===== src/rtl/alu_pkg.sv =====
// Shared ALU definitions: sign-unit op encodings and the iterative FSM state type.
package alu_pkg;

    localparam logic [1:0] OP_PASS = 2'b00;
    localparam logic [1:0] OP_NEG  = 2'b01;
    localparam logic [1:0] OP_ABS  = 2'b10;
    localparam logic [1:0] OP_NABS = 2'b11;

    typedef enum logic [1:0] {
        ST_IDLE = 2'b00,
        ST_BUSY = 2'b01,
        ST_DONE = 2'b10
    } state_e;

endpackage


===== src/rtl/negate_iter_inc_chunk.sv =====
// One CHUNK-wide slice of the two's-complement datapath: optional invert, then +carry.
module inc_chunk #(
    parameter int unsigned CHUNK = 8
) (
    input  logic [CHUNK-1:0] d_i,
    input  logic             inv_i,
    input  logic             cin_i,
    output logic [CHUNK-1:0] sum_o,
    output logic             cout_o
);

    logic [CHUNK-1:0] opnd;

    // Conditional invert followed by a carry-in increment with carry-out.
    always_comb begin
        opnd            = inv_i ? ~d_i : d_i;
        {cout_o, sum_o} = (CHUNK + 1)'(opnd) + (CHUNK + 1)'(cin_i);
    end

endmodule


===== src/rtl/negate_iter.sv =====
// Multi-cycle pass/negate/abs/nabs unit; one CHUNK per BUSY cycle, carry rippled in a register.
module negate_iter
    import alu_pkg::*;
#(
    parameter int unsigned WIDTH = 32,
    parameter int unsigned CHUNK = 8
) (
    input  logic             clk,
    input  logic             clear,
    input  logic             start,
    input  logic [1:0]       op,
    input  logic [WIDTH-1:0] a,
    output logic             busy,
    output logic             done,
    output logic [WIDTH-1:0] result,
    output logic             overflow
);

    localparam int unsigned NCHUNK = WIDTH / CHUNK;
    localparam int unsigned KW     = (NCHUNK > 1) ? $clog2(NCHUNK) : 1;
    localparam logic [WIDTH-1:0] MOST_NEG = {1'b1, {(WIDTH-1){1'b0}}};
    localparam logic [KW-1:0]    K_LAST   = KW'(NCHUNK - 1);

    state_e           state_q, state_d;
    logic [KW-1:0]    k_q, k_d;
    logic             carry_q, carry_d;
    logic             inv_q, inv_d;
    logic [WIDTH-1:0] a_q, a_d;
    logic [1:0]       op_q, op_d;
    logic [WIDTH-1:0] result_q, result_d;
    logic             ovf_q, ovf_d;
    logic             busy_q, busy_d;
    logic             done_q, done_d;

    logic [CHUNK-1:0] chunk_in;
    logic [CHUNK-1:0] chunk_sum;
    logic             chunk_cout;
    logic             inv_acc;

    assign chunk_in = a_q[int'(k_q) * CHUNK +: CHUNK];

    // Invert decision for the operand presented on the accepting edge.
    assign inv_acc = (op == OP_NEG)
                   | ((op == OP_ABS)  &  a[WIDTH-1])
                   | ((op == OP_NABS) & ~a[WIDTH-1]);

    inc_chunk #(.CHUNK(CHUNK)) u_inc (
        .d_i    (chunk_in),
        .inv_i  (inv_q),
        .cin_i  (carry_q),
        .sum_o  (chunk_sum),
        .cout_o (chunk_cout)
    );

    // Next-state, datapath update and registered-output decode.
    always_comb begin
        state_d  = state_q;
        k_d      = k_q;
        carry_d  = carry_q;
        inv_d    = inv_q;
        a_d      = a_q;
        op_d     = op_q;
        result_d = result_q;
        ovf_d    = ovf_q;
        busy_d   = 1'b0;
        done_d   = 1'b0;

        case (state_q)
            ST_IDLE, ST_DONE: begin
                if (start) begin
                    state_d  = ST_BUSY;
                    a_d      = a;
                    op_d     = op;
                    inv_d    = inv_acc;
                    carry_d  = inv_acc;
                    k_d      = '0;
                    result_d = '0;
                    ovf_d    = 1'b0;
                    busy_d   = 1'b1;
                end else begin
                    state_d = ST_IDLE;
                end
            end
            ST_BUSY: begin
                result_d[int'(k_q) * CHUNK +: CHUNK] = chunk_sum;
                carry_d = chunk_cout;
                if (k_q == K_LAST) begin
                    state_d = ST_DONE;
                    k_d     = '0;
                    done_d  = 1'b1;
                    ovf_d   = ((op_q == OP_NEG) || (op_q == OP_ABS)) && (a_q == MOST_NEG);
                end else begin
                    k_d    = k_q + KW'(1);
                    busy_d = 1'b1;
                end
            end
            default: state_d = ST_IDLE;
        endcase
    end

    // State and datapath registers; clear wins over everything.
    always_ff @(posedge clk) begin
        if (clear) begin
            state_q  <= ST_IDLE;
            k_q      <= '0;
            carry_q  <= 1'b0;
            inv_q    <= 1'b0;
            a_q      <= '0;
            op_q     <= OP_PASS;
            result_q <= '0;
            ovf_q    <= 1'b0;
            busy_q   <= 1'b0;
            done_q   <= 1'b0;
        end else begin
            state_q  <= state_d;
            k_q      <= k_d;
            carry_q  <= carry_d;
            inv_q    <= inv_d;
            a_q      <= a_d;
            op_q     <= op_d;
            result_q <= result_d;
            ovf_q    <= ovf_d;
            busy_q   <= busy_d;
            done_q   <= done_d;
        end
    end

    assign busy     = busy_q;
    assign done     = done_q;
    assign result   = result_q;
    assign overflow = ovf_q;

endmodule


===== config.mk =====
export PLATFORM = sky130hd
export DESIGN_NAME = negate_iter
export DESIGN_NICKNAME = d
export VERILOG_FILES = /design/src/rtl/alu_pkg.sv /design/src/rtl/negate_iter_inc_chunk.sv /design/src/rtl/negate_iter.sv
export SDC_FILE = /design/constraint.sdc
export NUM_CORES = 1
export LEC_CHECK = 0
export CORE_ASPECT_RATIO = 0.75
export CORE_MARGIN = 2
export CORE_UTILIZATION = 54
export DETAILED_ROUTE_END_ITERATION = 10
export GPL_ROUTABILITY_DRIVEN = 0
export PLACE_DENSITY = 0.93
export SETUP_SLACK_MARGIN = 0.2
export SYNTH_ARGS = -nofsm -noshare
export SYNTH_HDL_FRONTEND = slang
export SYNTH_SLANG_ARGS = --single-unit

===== constraint.sdc =====
create_clock -name clk -period 5.1 [get_ports clk]
set_clock_uncertainty 0.1 [all_clocks]
set_input_delay 1.275 -clock clk [delete_from_list [all_inputs] [get_ports clk]]
set_output_delay 1.275 -clock clk [all_outputs]
set_load 0.01 [all_outputs]

==> qor.txt <==
Max-capacitance violation count -> 0
Critical path capture point type -> flop
Share of the synthesized area in the top cell type -> 0.471
I/O pins -> 72
Final min period -> 3370 ps
Clk sinks -> 75
Distinct cells, synth -> 41
YS warnings -> 0
Post_cts resized -> 0
Synth Register Bits -> 75
Period utilization -> 0.662
GRT overflow -> 0
Worst Hold End -> result[15]
Core ar. -> 5770 sq um
Routed length per placed instance -> 16.1 um
Detailed-route via count -> 2,893
H-tree levels -> 3
EDFF count, synth -> 0
CP max FO -> 17
Cells after Synth -> 354
Die height -> 70.5 um
Total die area -> 6540 sq um
Largest net degree at the start of global routing -> 66
Post-Syn Nets -> 397
Sequential cell area fraction in the yosys report -> 0.471
Clk root buf -> clkbuf_8
Clock buffer depth -> 2
DRC violations left -> 0
WS Path Type -> flop to flop
Number of global-route vias before repair -> 2,782
Main flop type after synthesis -> dfxtp_1
Max_slew headroom -> 0.261
Post-DP Area -> 3930 sq um
Final Non-Filler Cells -> 501
DRT iter0 DRCs -> 268
Max VDD drop -> 0.189 mV
# hold bufs at CTS -> 0
Max-slew violation count -> 0
Pre-CTS WS -> 1920 ps
Syn_area_per_cell -> 9.01 sq um
Fin nets -> 461
CP required -> 5260 ps
Worst hold path type -> flop to flop
Reg2Reg Depth -> 9
Final instance area -> 4150 sq um
RSZ-0062 raised after global routing -> false
Total Neg Setup Slack -> 0 ps
Dpl cells -> 485
Startpoint Class -> flop
Global-route wire length before repair -> 13.2 mm
LEAKAGE -> 1.50 nW
Power, Total -> 1.33 mW
Total Routing Usage GR -> 0.260
Worst-Margin Slew -> 1110 ps
CP max stage cell -> dfxtp_1
Worst-Skew Late Latency -> 360 ps
Final setup vio count -> 0
Hold Path Cell Cnt -> 2
Initial core utilization -> 0.553
Antenna Nets Post-Route -> 0
F_max -> 296 MHz
Result of the run -> finished, final reports clean
Die Width -> 92.7 um
Flop-to-flop setup slack -> 1730 ps
Core Util, Final -> 0.720
Crit Reg-Reg Endpoint -> result[4]
# diodes -> 0
Cts bufs inserted -> 9
Share of layout cells above drive strength 1 -> 0.0686
CTS tree -> yes
Hpwl dp -> 5.71 mm
Min Hold Slack -> 371 ps
Power per cell area -> 320 nW/um^2
Dominant cell type by area after synthesis -> dfxtp_1
Crit path DAT -> 3530 ps
Post-CTS Repair Setup Buffers -> 0
CP peak stage delay -> 830 ps
Fraction of registers with async set or reset after synthesis -> 0
Setup WS post-layout -> 1730 ps
Antenna violations before repair -> 0
Area contributors post-synth -> dfxtp_1 47%, nand2_1 9.3%, a21oi_1 6.9%
DRT Pass-1 Iters -> 5
Hold Violations, Final -> 0
Clock transition at path regs -> 80 ps
Via-per-instance ratio -> 5.77
Syn Std Cell Area -> 3190 sq um
Total routed wirelength -> 8.04 mm
Port bufs -> 71
R2r startpoint -> k_q[0]
Hold_sp -> result[15]
Cells along the critical path -> mux4_2, xnor2_1, ha_1, ha_1, inv_1, o21a_1, a21oi_1, xnor2_1, a22o_1
Fill count -> 407
Num rows -> 24
Synth-to-layout area growth -> 30.3%
==> critical path: cells and delay by family (launching register included) <==
kind / cells / cell delay [ps]
AO/OA/AOI/OAI: 3 / 620
adder cells (fa/ha/maj): 2 / 580
buffers and inverters: 1 / 100
XOR/XNOR: 2 / 420
multiplexers: 1 / 610
flip-flops: 1 / 830
==> synthesized netlist by cell type (2+ instances only) <==
cell type,n
nand2_1,79
dfxtp_1,75
a21oi_1,44
nor2_1,21
clkbuf_1,15
a22oi_1,14
a22o_1,12
xnor2_1,12
nor2b_1,9
nor4_1,8
ha_1,6
mux4_2,6
nand2b_1,6
inv_1,5
buf_1,4
o31ai_1,4
a32o_1,3
nand4_1,3
a21o_1,2
and4_1,2
mux4_1,2
nand3_1,2
nor3_1,2
==> cell families (layout without fill, tap and decap cells) <==
family	count (synthesis)	count (layout)	share of synthesized area
fa+ha+maj	6	6	0.0235
compound gates	85	85	0.172
flops	75	75	0.471
buf+inv	26	95	0.0330
mux	10	10	0.0655
xor+xnor	12	12	0.0330
simple gates	140	140	0.202
==> per-layer routing <==
metal / vias to the layer above / global-route usage / wire length [um] / share of wire
met2: 139 / 0.397 / 3680 / 0.46
met1: 1358 / 0.351 / 3520 / 0.44
met5: - / 0 / 0 / 0
li1: 1380 / - / - / -
met3: 16 / 0.0756 / 713 / 0.089
met4: 0 / 0.106 / 134 / 0.017
==> layout make-up <==
class	instances	area, sq um	share of cell area
inverter	6	22.5	0.00542
clock buffer	10	138	0.0331
multi-input combinational	253	1580	0.381
tap	78	97.6	0.0235
timing repair buffer	73	721	0.174
clock inverter	6	88.8	0.0214
sequential	75	1500	0.362
==> worst max-delay path by stage <==
stage / from / to / slack [ps] / cells past startpoint
finish: k_q[0] / result[4] / 1730 / 9
global route: k_q[0] / result[28] / 1520 / 9
CTS: k_q[0] / result[4] / 1760 / 9
detailed placement: k_q[0] / result[4] / 1920 / 9
global placement: k_q[0] / result[14] / 2060 / 5
floorplan: k_q[0] / result[14] / 2210 / 9
==> power breakdown <==
part / internal, mW / switching [mW]
Combinational: 0.0842 / 0.0970
Sequential: 0.609 / 0.0264
Clock: 0.288 / 0.224
==> placed cells by master (no fill, tap or decap), types with 2 or more instances in the layout <==
cell and instances:
nand2_1 79, dfxtp_1 75, clkdlybuf4s50_1 70, a21oi_1 44, nor2_1 21, a22oi_1 14, xnor2_1 12, a22o_1 12
clkbuf_8 10, nor2b_1 8, nor4_1 8, mux4_2 6, nand2b_1 6, ha_1 6, inv_1 5, o31ai_1 4
nand4_1 3, a32o_1 3, nor3_1 2, mux4_1 2, nand3_1 2, a21o_1 2, and4_1 2, bufinv_16 2
clkinvlp_4 2, buf_4 2
==> state kept, by name (all words and copies together), names as in the netlist <==
register / cells
a_q: 32
busy: 1
carry_q: 1
done: 1
inv_q: 1
k_q: 2
op_q: 2
overflow: 1
result: 32
state_q: 2
(Power assumes the default switching activity.)
